### config.mk
export PLATFORM = sky130hd
export DESIGN_NAME = pc_fetch_sequencer_flat
export DESIGN_NICKNAME = d
export VERILOG_FILES = /design/src/rtl/pc_fetch_sequencer_if.sv /design/src/rtl/pc_fetch_sequencer.sv /design/src/flat_wrapper.sv
export SDC_FILE = /design/constraint.sdc
export NUM_CORES = 1
export LEC_CHECK = 0
export CAP_MARGIN = 20
export CORE_MARGIN = 2
export CORE_UTILIZATION = 40
export DETAILED_ROUTE_END_ITERATION = 12
export GPL_TIMING_DRIVEN = 0
export PLACE_DENSITY = 0.79
export SYNTH_ARGS = -nofsm -noshare
export SYNTH_HDL_FRONTEND = slang
export SYNTH_SLANG_ARGS = --single-unit
### constraint.sdc
create_clock -name CLK -period 4.5 [get_ports CLK]
set_clock_uncertainty 0.05 [all_clocks]
set_input_delay 0.45 -clock CLK [delete_from_list [all_inputs] [get_ports CLK]]
set_output_delay 0.45 -clock CLK [all_outputs]
set_load 0.01 [all_outputs]
### src/rtl/pc_fetch_sequencer_if.sv
// Fetch sequencer bus: NextPC/hazard control and imem response in, request/status out.
// The sequencer takes the master modport; the core/memory environment takes slave.
interface pc_fetch_sequencer_if;
    logic [63:0] NextPC;
    logic        Stall;
    logic        Halt;
    logic        IMemReady;
    logic        IMemValid;
    logic [31:0] IMemData;
    logic [63:0] CurrentPC;
    logic        IMemReq;
    logic [63:0] IMemAddr;
    logic [31:0] Instruction;
    logic        InstrValid;
    logic        Halted;
    logic        FetchFault;
    logic [31:0] RetiredCount;

    modport master (
        input  NextPC, Stall, Halt, IMemReady, IMemValid, IMemData,
        output CurrentPC, IMemReq, IMemAddr, Instruction, InstrValid,
               Halted, FetchFault, RetiredCount
    );

    modport slave (
        output NextPC, Stall, Halt, IMemReady, IMemValid, IMemData,
        input  CurrentPC, IMemReq, IMemAddr, Instruction, InstrValid,
               Halted, FetchFault, RetiredCount
    );
endinterface

### src/rtl/pc_fetch_sequencer.sv
// Program counter owner and fetch sequencer: REQ -> WAIT_RSP -> EXEC -> commit NextPC.
// Optional FETCH_TIMEOUT_EN adds a WAIT_RSP watchdog that faults after TIMEOUT_CYCLES.
module pc_fetch_sequencer #(
    parameter logic [63:0] RESET_PC       = 64'h0,
    parameter int unsigned TIMEOUT_CYCLES = 16
) (
    input  logic                  CLK,
    input  logic                  Reset,
    pc_fetch_sequencer_if.master  bus
);

    typedef enum logic [2:0] {
        S_IDLE,
        S_REQ,
        S_WAIT_RSP,
        S_EXEC,
        S_HALT
    } state_t;

    state_t      state_q, state_d;
    logic [63:0] pc_q, pc_d;
    logic [31:0] instr_q, instr_d;
    logic        fault_q, fault_d;
    logic [31:0] ret_q, ret_d;

    if (TIMEOUT_CYCLES < 1) begin : g_bad_timeout
        $error("TIMEOUT_CYCLES must be at least 1");
    end

`ifdef FETCH_TIMEOUT_EN
    localparam int unsigned TW = $clog2(TIMEOUT_CYCLES + 1);
    logic [TW-1:0] tmo_q, tmo_d;

    // Counter is zero on every entry to WAIT_RSP because it clears in all other states.
    always_comb begin
        tmo_d = '0;
        if (state_q == S_WAIT_RSP) tmo_d = tmo_q + 1'b1;
    end

    always_ff @(posedge CLK or posedge Reset) begin
        if (Reset) tmo_q <= '0;
        else       tmo_q <= tmo_d;
    end
`endif

    always_ff @(posedge CLK or posedge Reset) begin
        if (Reset) begin
            state_q <= S_IDLE;
            pc_q    <= RESET_PC;
            instr_q <= '0;
            fault_q <= 1'b0;
            ret_q   <= '0;
        end else begin
            state_q <= state_d;
            pc_q    <= pc_d;
            instr_q <= instr_d;
            fault_q <= fault_d;
            ret_q   <= ret_d;
        end
    end

    always_comb begin
        state_d = state_q;
        pc_d    = pc_q;
        instr_d = instr_q;
        fault_d = fault_q;
        ret_d   = ret_q;
        unique case (state_q)
            S_IDLE: state_d = S_REQ;
            S_REQ: begin
                if (bus.IMemReady) state_d = S_WAIT_RSP;
            end
            S_WAIT_RSP: begin
                if (bus.IMemValid) begin
                    instr_d = bus.IMemData;
                    state_d = S_EXEC;
                end
`ifdef FETCH_TIMEOUT_EN
                else if (tmo_q == TW'(TIMEOUT_CYCLES - 1)) begin
                    fault_d = 1'b1;
                    state_d = S_HALT;
                end
`endif
            end
            S_EXEC: begin
                // Halt beats Stall beats commit; a misaligned target still retires.
                if (bus.Halt) begin
                    state_d = S_HALT;
                end else if (!bus.Stall) begin
                    pc_d  = bus.NextPC;
                    ret_d = ret_q + 32'd1;
                    if (bus.NextPC[1:0] != 2'b00) begin
                        fault_d = 1'b1;
                        state_d = S_HALT;
                    end else begin
                        state_d = S_REQ;
                    end
                end
            end
            S_HALT: state_d = S_HALT;
            default: state_d = S_IDLE;
        endcase
    end

    assign bus.CurrentPC    = pc_q;
    assign bus.IMemReq      = (state_q == S_REQ);
    assign bus.IMemAddr     = (state_q == S_REQ) ? pc_q : '0;
    assign bus.Instruction  = instr_q;
    assign bus.InstrValid   = (state_q == S_EXEC);
    assign bus.Halted       = (state_q == S_HALT);
    assign bus.FetchFault   = fault_q;
    assign bus.RetiredCount = ret_q;

endmodule

### src/flat_wrapper.sv
// flat-port wrapper written by rule: the top's interface ports become plain ports
module pc_fetch_sequencer_flat 
#(
    parameter logic [63:0] RESET_PC       = 64'h0,
    parameter int unsigned TIMEOUT_CYCLES = 16
)
  (CLK, Reset, bus_NextPC, bus_Stall, bus_Halt, bus_IMemReady, bus_IMemValid, bus_IMemData, bus_CurrentPC, bus_IMemReq, bus_IMemAddr, bus_Instruction, bus_InstrValid, bus_Halted, bus_FetchFault, bus_RetiredCount);
  pc_fetch_sequencer_if bus_i ();
  input  logic CLK;
  input  logic Reset;
  input wire logic [$bits(bus_i.NextPC)-1:0] bus_NextPC;
  input wire logic [$bits(bus_i.Stall)-1:0] bus_Stall;
  input wire logic [$bits(bus_i.Halt)-1:0] bus_Halt;
  input wire logic [$bits(bus_i.IMemReady)-1:0] bus_IMemReady;
  input wire logic [$bits(bus_i.IMemValid)-1:0] bus_IMemValid;
  input wire logic [$bits(bus_i.IMemData)-1:0] bus_IMemData;
  output wire logic [$bits(bus_i.CurrentPC)-1:0] bus_CurrentPC;
  output wire logic [$bits(bus_i.IMemReq)-1:0] bus_IMemReq;
  output wire logic [$bits(bus_i.IMemAddr)-1:0] bus_IMemAddr;
  output wire logic [$bits(bus_i.Instruction)-1:0] bus_Instruction;
  output wire logic [$bits(bus_i.InstrValid)-1:0] bus_InstrValid;
  output wire logic [$bits(bus_i.Halted)-1:0] bus_Halted;
  output wire logic [$bits(bus_i.FetchFault)-1:0] bus_FetchFault;
  output wire logic [$bits(bus_i.RetiredCount)-1:0] bus_RetiredCount;
  assign bus_i.NextPC = bus_NextPC;
  assign bus_i.Stall = bus_Stall;
  assign bus_i.Halt = bus_Halt;
  assign bus_i.IMemReady = bus_IMemReady;
  assign bus_i.IMemValid = bus_IMemValid;
  assign bus_i.IMemData = bus_IMemData;
  assign bus_CurrentPC = bus_i.CurrentPC;
  assign bus_IMemReq = bus_i.IMemReq;
  assign bus_IMemAddr = bus_i.IMemAddr;
  assign bus_Instruction = bus_i.Instruction;
  assign bus_InstrValid = bus_i.InstrValid;
  assign bus_Halted = bus_i.Halted;
  assign bus_FetchFault = bus_i.FetchFault;
  assign bus_RetiredCount = bus_i.RetiredCount;
  pc_fetch_sequencer #(.RESET_PC(RESET_PC), .TIMEOUT_CYCLES(TIMEOUT_CYCLES)) u_core (.CLK(CLK), .Reset(Reset), .bus(bus_i));
endmodule
==> results of run 1 <==
## per-layer routing
layer	vias to the layer above	GRT usage [%]	share of wire (%)
met5	-	0	0
met1	2395	29.1	41
li1	2418	-	-
met3	23	6.59	7.8
met4	0	7.81	1.6
met2	210	38.2	49
## critical path, delay by kind of cell, from the launching register on
family / cells / cell delay [ns]
buffers and inverters: 3 / 1.44
DFF: 1 / 0.48
and+or+nand+nor: 2 / 0.48
## Yosys cell counts (2+ instances only)
master | count | area share, %
sky130_fd_sc_hd__inv_1 | 4 | 0.26
sky130_fd_sc_hd__mux2_2 | 30 | 5.9
sky130_fd_sc_hd__nor3_2 | 2 | 0.35
sky130_fd_sc_hd__and3_1 | 4 | 0.44
sky130_fd_sc_hd__nand2_1 | 209 | 14
sky130_fd_sc_hd__a21o_1 | 2 | 0.26
sky130_fd_sc_hd__nand3_1 | 5 | 0.44
sky130_fd_sc_hd__mux2_1 | 2 | 0.39
sky130_fd_sc_hd__clkbuf_1 | 13 | 0.85
sky130_fd_sc_hd__nor3b_1 | 3 | 0.39
sky130_fd_sc_hd__buf_2 | 11 | 0.96
sky130_fd_sc_hd__and4_1 | 8 | 1.2
sky130_fd_sc_hd__xor2_1 | 12 | 1.8
sky130_fd_sc_hd__o21bai_1 | 2 | 0.26
sky130_fd_sc_hd__dfrtp_1 | 132 | 58
sky130_fd_sc_hd__xnor2_1 | 19 | 2.9
sky130_fd_sc_hd__and2_1 | 66 | 7.2
sky130_fd_sc_hd__nor2_1 | 12 | 0.78
sky130_fd_sc_hd__nor4_4 | 2 | 0.74
sky130_fd_sc_hd__nand4_1 | 6 | 0.65
## placed cells by master, fill, tap and decap left out, types with 5 or more instances in the layout
master / netlist / layout
sky130_fd_sc_hd__clkdlybuf4s50_1: 0 / 297
sky130_fd_sc_hd__nand2_1: 209 / 209
sky130_fd_sc_hd__dfrtp_1: 132 / 132
sky130_fd_sc_hd__and2_1: 66 / 66
sky130_fd_sc_hd__mux2_2: 30 / 30
sky130_fd_sc_hd__xnor2_1: 19 / 19
sky130_fd_sc_hd__clkbuf_16: 0 / 17
sky130_fd_sc_hd__clkbuf_1: 13 / 13
sky130_fd_sc_hd__nor2_1: 12 / 12
sky130_fd_sc_hd__xor2_1: 12 / 12
sky130_fd_sc_hd__buf_2: 11 / 11
sky130_fd_sc_hd__and4_1: 8 / 8
sky130_fd_sc_hd__nand4_1: 6 / 6
sky130_fd_sc_hd__nand3_1: 5 / 5
## flip-flops by register name, summed over array words and instances, names as in the netlist
register,count
u_core.bus.CurrentPC,64
u_core.bus.Instruction,32
u_core.bus.RetiredCount,32
u_core.state_q,3
u_core.bus.FetchFault,1
## power by group through the flow
stage	Sequential, W	Clock (W)	Combinational (W)
after floorplan	0.00217	0	0.000900
after global placement	0.00204	0	0.00278
after detailed placement	0.00205	0	0.00282
after CTS	0.00205	0.00148	0.00283
after global routing	0.00211	0.00153	0.00303
final	0.00204	0.00145	0.00279
## area by class of cell
| type | count | area, µm² |
|---|---|---|
| well taps | 180 | 225 |
| repair buffers | 298 | 3000 |
| fillers | 1084 | 4330 |
| plain buffers | 25 | 111 |
| multi-input cells | 399 | 2310 |
| clock inverters | 11 | 148 |
| flip-flops and latches | 132 | 3300 |
| inverters | 5 | 23.8 |
| clock buffers | 21 | 480 |
## cells by family after synthesis
| group | Yosys count |
|---|---|
| simple gates | 328 |
| mux | 32 |
| flops | 132 |
| xor+xnor | 31 |
| buf+inv | 30 |
| compound gates | 7 |
| fa+ha+maj | 1 |
## path summary, 6_finish.rpt
| kind | endpoint | start | slack (ns) |
|---|---|---|---|
| worst max-delay path | bus_IMemAddr[35] | u_core.state_q[0] | 1.18 |
| worst min-delay path | u_core.bus.Instruction[8] | Reset | 0.41 |
| worst max register to register | u_core.bus.CurrentPC[17] | u_core.state_q[2] | 2.54 |
| worst min register to register | u_core.bus.RetiredCount[31] | u_core.bus.RetiredCount[31] | 0.42 |
| max in group asynchronous | u_core.bus.CurrentPC[0] | Reset | 3.22 |
| min in group CLK | u_core.bus.RetiredCount[31] | u_core.bus.RetiredCount[31] | 0.42 |
## per-stage QoR
step / area [µm²] / util (%) / hold slack, ns
floorplan: 5740 / - / 0.440
global placement: 8940 / 64.2 / 0.407
detailed placement: 8970 / 64.4 / 0.417
CTS: 9600 / 68.9 / 0.426
global route: 9600 / 68.9 / 0.449
finish: 9600 / 68.9 / 0.410
==> flow_results.org, run 1 <==
** STA
- Post-layout minimum cycle time :: about 3.3 ns
- Adding up every negative setup slack in the final design gives 0 ns.
- Remaining max-slew budget at the tightest pin :: between 50% and 60%
- Fin crit share :: 73.7%
- RSZ-0062 raised after global routing :: false
- Endpoints failing hold :: 0
- At the pin with the least slew margin, the transition time is 0.644 ns.
- Peak Freq :: roughly 300 MHz
- Number of slew-limit violations in the final report :: 0
- Setup violations remaining at the end of the flow were counted as 0.
- In the post-route analysis, the smallest setup slack over all paths is between 1 and 1.5 ns.

** Logic synthesis
- In this run the mean area of a mapped cell was 10.2 µm².
- Number of distinct standard cells referenced by the synthesized netlist :: 37
- Counting every instance in the synthesized netlist gives 561.
- Measured against the total synthesized area, the mux share comes to between 6 and 7%.
- Number of enable-type register cells in the synthesized netlist :: 0
- The number of nets in the synthesized netlist is 664.
- Ys async rst share :: 100%
- Cell Area, Synth :: about 0.0057 mm²
- The most used flip-flop cell after synthesis is sky130_fd_sc_hd__dfrtp_1.
- The synthesized netlist devotes between 20% and 30% of its cell area to simple gates.
- Synthesis inferred ~130 register bits.
- Register area share after synthesis :: between 50% and 60%
- By area, the combinational part of the netlist is dominated by simple AND/OR/NAND/NOR gates.
- Synth warnings :: 0
- Of the total synthesized cell area, the portion taken by XOR and XNOR cells is roughly 4.7%.
- Synth Area in Adders :: 0.218%
- Compound-cell area share of the yosys netlist :: 0.872%

** Place
- During placement, the flow inserted port buffers numbering 297.
- Final weighted congestion in routability-driven placement :: between 0.7 and 0.8
- In this run, placement finished with an instance count of 1,039.
- Before CTS, the worst setup slack after placement is roughly 1.5 ns.
- DP HPWL :: ~13,000 µm

** Floorplan
- Top Ports :: about 300
- Effective utilization at floorplan :: around two fifths
- Core outline area :: about 0.014 mm²
- The die covers approximately 0.015 mm².
- The floorplan has between 40 and 50 rows.
- Vertical die dimension :: between 100 and 150 µm
- Die span in x :: between 100 and 150 µm

** Detailed routing
- After detailed routing, the number of vias per cell comes to about 4.7.
- Dividing the detail-routed wire length by the instance count gives between 15 and 20 µm.
- Post-route DRC violation count :: 0
- The count of nets left with antenna violations once routing finished came out at 0.
- The routed layout has around 5,000 vias.
- The pre-antenna-repair detailed-routing pass consisted of 5 iterations.
- Routed wire length :: approximately 17,000 µm
- In this run, the number of DRC markers left after iteration 0 of detailed routing was approximately 220.

** Global route
- Remaining Overflow, GRT :: 0
- Via count of the first global-routing pass :: ~5,200
- Antenna violations before repair :: 0
- Entering global routing, the biggest net connects 78 pins.
- Wire length of the first global-routing pass :: around 27,000 µm
- Aggregate global-route resource usage :: a little under a quarter

** Clock tree
- Post-CTS Setup Bufs :: 0
- TritonCTS built the clock tree.
- In this run the number of H-tree levels came out at 4.
- The cell sitting at the root of the clock tree is a sky130_fd_sc_hd__clkbuf_16.
- Maximum clock insertion buffer count :: 2
- The number of hold buffers added after CTS was 0.
- Count of cells resized by post-cts repair :: 0
- Number of sinks driven by the clock tree :: between 100 and 150
- At the later pin of the worst-skew pair, clock insertion delay measures between 0.4 and 0.5 ns.
- Inserted Clock Buffers :: 17
- After clock tree synthesis, the clock-pin slew on the worst setup and hold paths is approximately 0.06 ns.

** Critical path
- STA puts the critical path data required time at approximately 4.0 ns.
- On the worst path, the slowest cell contributes a delay of 0.54 ns.
- Crit. End Element :: primary output
- The number of cells on the worst reg-to-reg path is 6.
- Setup Crit Path Kind :: register to primary output
- Walking the worst path, the cells encountered are nor3b_1 -> clkbuf_1 -> clkbuf_1 -> and2_1 -> clkdlybuf4s50_1.
- Of all nets on the critical path, the largest fanout is 10.
- Arrival @ worst endpoint :: roughly 2.8 ns
- The slowest stage of the critical path belongs to the cell sky130_fd_sc_hd__clkbuf_1.
- In this design, the critical path's most frequently occurring cell is sky130_fd_sc_hd__clkbuf_1.
- Nature of the critical path startpoint :: register

** Flow run
- The tool flagged a number of max-cap violations equal to 0.

** Pwr
- In this run the power density over the cells is ~650 mW/mm².
- Share of power burned in the clock network :: a little under a quarter
- Net switching share of the total power :: between 30 and 40%
- In this run, flip-flops and latches consume between 30% and 40% of the power.
- Total power of the final layout :: roughly 0.0063 W
- IR analysis of the VDD net gives a maximum drop of 0.365 mV.
- The analysis attributes to net switching a power of roughly 0.002 W.
- Leak pwr :: between 4 and 5 nW
- Cell internal power was estimated by the tool at roughly 0.0042 W.
- Fraction of power consumed by combinational cells :: 44.4%

** Run status
- The run finished with clean final reports.

** Final layout
- Relative to the synthesized area, the layout overhead comes to 67.2%.
- The finished layout holds around 1,100 standard cells, fillers aside.
- The final layout contains about 1,000 nets.
- Antenna diodes :: 0
- In the final layout, the share of cells above drive strength 1 is about a tenth.

** Min path
- The min-delay analysis places its worst path in the category input pin to async pin.
Power figures use the tool's default switching activity.
==> inputs of run 2 (changes only) <==
Clock period 4.5 ns to 3.06 ns, I/O delays scaled along.
==> run 2 against run 1 <==
Net effect:
- register-to-register slack got worse by 1.5 ns
- sequential cell count is the same
- via count rose by 0.48%
- power up 46%
- core utilization barely moved
- clock power up 41%
- worst hold slack worse by 0.13 ns
- global-route usage fell by 0.35 points
- final cell count hardly changed
- wire length down 0.42%
- largest cell class unchanged
==> flow_results.org, run 2 (synthesis results as in run 1) <==
** STA
- Number of slew-limit violations in the final report :: 0 (unchanged)
- The number of failing setup endpoints in the final timing report came to 0 (unchanged).
- For the finished layout, the period the worst path requires is 2.84 ns.
- The slew at the pin closest to its max-slew limit is 0.631 ns (-0.0132 ns).
- Endpoints failing hold :: 0 (unchanged)
- RSZ-0062 raised after global routing :: false
- The worst hold-check slack is 0.283 ns (-0.127 ns).
- Peak Freq :: roughly 350 MHz
- Remaining max-slew budget at the tightest pin :: 57.8% (+0.79 points)
- Dividing the final minimum period by the clock period gives 93.0%.
- Total Negative Setup Slacks :: 0 ns (unchanged)

** Critical path
- STA classifies the critical path startpoint as a register.
- Launch point of the worst reg-to-reg path :: u_core.state_q[2]
- Flop2flop setup slack :: 1.04 ns (-1.50 ns)
- Crit. End Element :: primary output
- The worst register-to-register path ends at u_core.bus.CurrentPC[0].
- The required time of the critical path was 2.70 ns (-1.30 ns).
- The worst reg-to-reg path cell count came to 6 (unchanged).
- The worst endpoint data arrival time was 2.49 ns (-0.33 ns).
- Worst setup startpoint :: u_core.state_q[0]
- Top fanout value on the critical path :: 10 (unchanged)
- In this run the worst setup path terminates at bus_IMemAddr[45].
- The setup path with the least slack is of type register to primary output.

** Clock tree
- Clock latency on the worst-skew pair :: 0.40 ns (-0.02 ns)
- Inserted Clock Buffers :: 17 (unchanged)
- Clock tree from TritonCTS :: yes
- Maximum clock insertion buffer count :: 2 (unchanged)
- Post-CTS Hold Buffers :: 0 (unchanged)
- Clk root buf :: sky130_fd_sc_hd__clkbuf_16
- H-tree depth reported by CTS :: 4 (unchanged)
- Post-CTS Setup Bufs :: 0 (unchanged)
- Clock slew at reported path FFs :: 0.06 ns (about the same)
- Number of sinks driven by the clock tree :: 132 (unchanged)

** Final layout
- Antenna diodes :: 0 (unchanged)
- Share of final-layout standard cells stronger than drive strength 1 :: 10.2% (+0.21 points)
- Fill count :: 1,046 (-3.5%)
- The flip-flop count of the largest register, all copies and words added came to 64 (unchanged).
- The net count reported at finish was 983 (+0.20%).
- Leaving out fill and tap cells, the most frequent cell in the layout is sky130_fd_sc_hd__clkdlybuf4s50_1.
- The area growth from synthesis to layout came to 67.2% (about the same).
- The top cell types in the final layout, fill and taps aside, are sky130_fd_sc_hd__clkdlybuf4s50_1, sky130_fd_sc_hd__nand2_1, sky130_fd_sc_hd__dfrtp_1.

** Floorplan
- The die outline height is 124 µm (unchanged).
- Effective utilization at floorplan :: 41.2% (unchanged)
- The die area came to 0.0153 mm² (unchanged).
- Number of placement rows :: 43 (unchanged)
- The horizontal die dimension is 124 µm (unchanged).
- The number of top-level pins is 298 (unchanged).
- The floorplan core area is 0.0139 mm² (unchanged).

** Pwr
- The cell leakage power was 4.40 nW (about the same).
- The clock network fraction of total power came to 22.4% (-0.7 points).
- The switching share of power was 32.6% (-0.12 points).
- The relative contribution of sequential cells to total power came to 32.7% (+0.2 points).
- The net switching component of the power came to 0.00299 W (+45%).
- Pwr dens :: 954 mW/mm² (+46%)
- The post-route total power is 0.00916 W (+46%).
- Cell-internal power :: 0.00617 W (+46%)
- The logic gate share of total power is 45.0% (+0.6 points).
- Maximum VDD drop :: 0.493 mV (+35%)

** Detailed routing
- The first-pass iteration count of the detailed router was 4 (-1).
- The detail-routed via count per cell came to 4.73 (+0.38%).
- Routed wire length :: 17,300 µm (-0.42%)
- Average wire per cell in the routed design :: 16.1 µm (-0.51%)
- The number of nets with antenna violations after detailed routing is 0 (unchanged).
- The number of violations reported at the end of detailed-routing iteration 0 is 240 (+7.1%).
- Post-route DRC violation count :: 0 (unchanged)
- The via total after detailed routing came to 5,070 (+0.48%).

** Global route
- Wire length of the first global-routing pass :: 26,400 µm (-0.93%)
- The via count of the first global-routing pass was 5,119 (-1.7%).
- The initial antenna violation count was 0 (unchanged).
- The leftover overflow at the end of global routing is 0 (unchanged).
- Aggregate global-route resource usage :: 22.7% (-0.35 points)
- Largest net degree at the start of global routing :: 43 (-45%)

** Place
- Final weighted congestion in routability-driven placement :: 0.794 (+1.5%)
- DP HPWL :: 13,100 µm (+0.50%)
- Number of input and output port buffers inserted :: 297 (unchanged)

** Run status
- The run finished with clean final reports.

** Min path
- The worst hold path belongs to the class input pin to async pin.

** Flow run
- The number of maximum-capacitance violations came to 0 (unchanged).
[run 2: stage by stage]
stage	instances	setup slack (ns)	cell area (µm²)	utilization (%)
finish	1072	0.215	9600	68.9
global placement	1038	-0.133	8940	64.2
global route	1072	0.0175	9600	68.9
CTS	1072	0.0366	9600	68.9
detailed placement	1041	0.306	9000	64.6
floorplan	561	1.07	5750	-
[run 2: worst min-delay path by stage]
stage / start / to / slack [ns] / cells after the start
global route: Reset / u_core.bus.Instruction[7] / 0.32 / 2
detailed placement: u_core.bus.FetchFault / u_core.bus.FetchFault / 0.42 / 1
floorplan: bus_NextPC[0] / u_core.bus.CurrentPC[0] / 0.36 / 2
global placement: u_core.bus.RetiredCount[31] / u_core.bus.RetiredCount[31] / 0.41 / 1
finish: Reset / u_core.bus.Instruction[7] / 0.28 / 2
CTS: Reset / u_core.bus.Instruction[7] / 0.29 / 2
[run 2: cell type report]
class / instances / area [µm²] / share of cell area, %
flip-flops and latches: 132 / 3300 / 34.4
clock buffers: 21 / 460 / 4.79
multi-input cells: 399 / 2310 / 24.1
plain buffers: 25 / 114 / 1.19
clock inverters: 10 / 131 / 1.37
repair buffers: 300 / 3030 / 31.6
well taps: 180 / 225 / 2.35
inverters: 5 / 22.5 / 0.235
[run 2: power by group through the flow]
stage | combinational, W | sequential [W] | clock (W)
2_1_floorplan | 0.00132 | 0.00319 | 0
3_3_place_gp | 0.00408 | 0.00299 | 0
3_5_place_dp | 0.00416 | 0.00300 | 0
4_1_cts | 0.00417 | 0.00299 | 0.00208
5_1_grt | 0.00446 | 0.00309 | 0.00217
6_report | 0.00412 | 0.00299 | 0.00205
[run 2: routing by layer]
metal	vias to the layer above	share of wire, %	track usage (%)
met5	-	0	0
met4	0	1.9	7.74
met3	22	8.3	6.64
met2	212	48	37.4
met1	2406	41	28.7
li1	2430	-	-
[run 2: what timing repair did]
item,in CTS,in global routing
endpoints found under the setup margin,50,50
cloned,0,0
gates resized for setup,1,3
[run 2: critical path, stage by stage (launching register included)]
cell and delay, ns:
sky130_fd_sc_hd__dfrtp_1 0.48, sky130_fd_sc_hd__nor3b_2 0.25, sky130_fd_sc_hd__clkbuf_2 0.30, sky130_fd_sc_hd__clkbuf_1 0.32, sky130_fd_sc_hd__and2_1 0.19, sky130_fd_sc_hd__clkdlybuf4s50_1 0.54
==> inputs of run 3 (changes only) <==
Settings changed: CORE_ASPECT_RATIO set to 0.9, SLEW_MARGIN set to 20.
==> run 3 against run 2 <==
Net effect:
- sequential share of layout area fell by 0.46 points
- register-to-register slack improved by 0.03 ns
- first-iteration DRC count fell by 7.1%
- largest cell class unchanged
==> flow_results.org, run 3 (synthesis results as in run 1) <==
** Critical path
- Setup Crit Path Kind :: register to primary output
- The worst register-to-register path begins at u_core.state_q[2].
- The required time of the critical path came to 2.70 ns (about the same).
- The worst endpoint data arrival time is 2.54 ns (+0.05 ns).
- The worst reg-to-reg path cell count was 6 (unchanged).
- Destination of the worst register-to-register timing path :: u_core.bus.CurrentPC[15]
- The maximum fanout along the worst path came to 10 (unchanged).
- Nature of the critical path startpoint :: register
- STA classifies the critical path endpoint as a primary output.
- Flop2flop setup slack :: 1.07 ns (+0.03 ns)

** Pwr
- Sequential share of power :: 31.6% (-1.1 points)
- Maximum VDD drop :: 0.559 mV (+13%)
- The clock network fraction of total power is 24.7% (+2.3 points).
- Fraction of power consumed by combinational cells :: 43.8% (-1.2 points)
- Cell-internal power :: 0.00644 W (+4.4%)
- Net switching share of the total power :: 31.9% (-0.72 points)
- Sw power :: 0.00302 W (+1.0%)
- The cell leakage power is 4.45 nW (+1.1%).
- Total power of the final layout :: 0.00946 W (+3.3%)
- Pwr dens :: 972 mW/mm² (+1.9%)

** STA
- Worst hold slack :: 0.216 ns (-0.0670 ns)
- The fmax was 346 MHz (-1.7%).
- Post-layout minimum cycle time :: 2.89 ns (+0.0480 ns)
- The total count of hold-check failures in the final report is 0 (unchanged).
- PnR worst setup slack :: 0.167 ns (-0.0480 ns)
- Final setup violation count :: 0 (unchanged)
- Setup repair after global routing left no endpoint under its margin.
- Slew at the pin closest to its max-slew limit :: 0.548 ns (-0.0837 ns)
- Remaining max-slew budget at the tightest pin :: 63.5% (+5.7 points)
- The period utilization came to 94.5% (+1.6 points).
- The number of slew-limit violations in the final report is 0 (unchanged).

** Clock tree
- Clock tree from TritonCTS :: yes
- The clock tree buffer depth is 2 (unchanged).
- Inserted Clock Buffers :: 17 (unchanged)
- Number of sinks driven by the clock tree :: 132 (unchanged)
- Clock tree synthesis selected as its root buffer the cell sky130_fd_sc_hd__clkbuf_16.
- Post-CTS Hold Buffers :: 0 (unchanged)
- The number of buffers inserted to repair setup after CTS was 0 (unchanged).
- The clock-pin slew of the registers on the worst-case setup and hold paths came to 0.06 ns (about the same).
- The H-tree level count is 4 (unchanged).
- The clock insertion delay at the later pin of the skew report came to 0.41 ns (about the same).

** Place
- Placed cells :: 1,055 (+1.3%)
- Final weighted congestion in routability-driven placement :: 0.789 (-0.58%)
- Number of input and output port buffers inserted :: 297 (unchanged)
- DP HPWL :: 13,100 µm (about the same)
- Worst slack at placement :: 0.277 ns (-0.0293 ns)

** Final layout
- The antenna diode count was 0 (unchanged).
- The non-filler instance count after layout is 1,087 (+1.4%).
- The top cell types in the final layout, fill and taps aside, are sky130_fd_sc_hd__clkdlybuf4s50_1, sky130_fd_sc_hd__nand2_1, sky130_fd_sc_hd__dfrtp_1.
- The area growth from synthesis to layout is 69.5%.
- The fraction of layout instances using a drive strength above 1 was 10.7% (+0.54 points).
- The flip-flop count of the largest register, all copies and words added was 64 (unchanged).
- Final net count :: 984 (+0.10%)
- Leaving out fill and tap cells, the most frequent cell in the layout is sky130_fd_sc_hd__clkdlybuf4s50_1.
- The final-layout fill cell count is 1,060 (+1.3%).

** Global route
- The largest net degree at the start of global routing was 34 (-21%).
- The global-route wire length before repair is 26,900 µm (+2.1%).
- Antenna violations before repair :: 0 (unchanged)
- The combined global-route utilization of all metal layers is 22.8% (+0.096 points).
- The leftover overflow at the end of global routing was 0 (unchanged).
- The via count of the first global-routing pass is 5,050 (-1.3%).

** Floorplan
- Top Ports :: 298 (unchanged)
- The floorplan core area was 0.0140 mm² (+0.50%).
- Vertical die dimension :: 118 µm (-5.0%)
- The die area came to 0.0153 mm² (about the same).
- The initial core utilization came to 41.0% (-0.21 points).
- Die span in x :: 130 µm (+5.2%)
- Number of placement rows :: 41 (-4.7%)

** Detailed routing
- Routed wire length :: 17,400 µm (+0.71%)
- The detail-routed via count per cell was 4.65 (-1.7%).
- Post-route DRC violation count :: 0 (unchanged)
- The via total after detailed routing was 5,056 (-0.28%).
- Final ANT Viol Nets :: 0 (unchanged)
- Pre-Repair DR Iteration Count :: 5 (+1)
- Average wire per cell in the routed design :: 16.0 µm (-0.68%)
- DRC marker count from the first detailed-route iteration :: 223 (-7.1%)

** Min path
- Tightest Hold Check Type :: input pin to async pin

** Flow run
- The number of maximum-capacitance violations was 0 (unchanged).

** Run status
- The flow ran to the end, and the final reports show no timing, DRC or antenna violations.
run 3: area by class of cell:
cell class / instances / area, µm² / area share [%]
multi-input combinational: 399 / 2310 / 23.7
buffer: 25 / 120 / 1.23
timing repair buffer: 301 / 3050 / 31.4
clock buffer: 20 / 457 / 4.69
inverter: 5 / 22.5 / 0.231
sequential: 132 / 3300 / 33.9
clock inverter: 12 / 226 / 2.33
tap: 193 / 241 / 2.48
run 3: layer usage:
| metal | global-route usage (%) | vias up | routed length (µm) |
|---|---|---|---|
| li1 | - | 2429 | - |
| met1 | 29.0 | 2407 | 7300 |
| met2 | 37.7 | 201 | 8550 |
| met3 | 6.68 | 19 | 1320 |
| met4 | 6.72 | 0 | 229 |
| met5 | 0 | - | 0 |
run 3: what timing repair did:
| action | CTS | global route |
|---|---|---|
| gates cloned | 0 | 0 |
| gates resized for setup | 1 | 10 |
| setup endpoints to repair | 50 | 50 |
run 3: worst max-delay path by stage:
stage	startpoint	depth (start not counted)	to
floorplan	Reset	1	u_core.bus.CurrentPC[0]
global placement	Reset	2	u_core.bus.CurrentPC[22]
CTS	u_core.state_q[0]	5	bus_IMemAddr[28]
global route	u_core.state_q[0]	5	bus_IMemAddr[47]
detailed placement	u_core.state_q[0]	5	bus_IMemAddr[28]
finish	u_core.state_q[0]	5	bus_IMemAddr[47]
run 3: through the flow:
stage	utilization, %	cell area [µm²]	setup TNS (ns)
after floorplan	-	5750	0
after global placement	64.0	8960	-20.84
after detailed placement	64.5	9040	0
after CTS	69.4	9720	0
after global routing	69.5	9730	0
final	69.5	9730	0
run 3: power by group through the flow:
| stage | clock network, W | registers (W) | logic (W) |
|---|---|---|---|
| 2_1_floorplan | 0 | 0.00319 | 0.00132 |
| 3_3_place_gp | 0 | 0.00298 | 0.00408 |
| 3_5_place_dp | 0 | 0.00299 | 0.00416 |
| 4_1_cts | 0.00236 | 0.00299 | 0.00418 |
| 5_1_grt | 0.00244 | 0.00308 | 0.00444 |
| 6_report | 0.00233 | 0.00299 | 0.00414 |
run 3: critical path: stages (launching register included):
cell and delay, ns:
sky130_fd_sc_hd__dfrtp_1 0.49, sky130_fd_sc_hd__nor3b_1 0.31, sky130_fd_sc_hd__clkbuf_4 0.31, sky130_fd_sc_hd__clkbuf_1 0.28, sky130_fd_sc_hd__and2_1 0.19, sky130_fd_sc_hd__clkdlybuf4s50_1 0.54
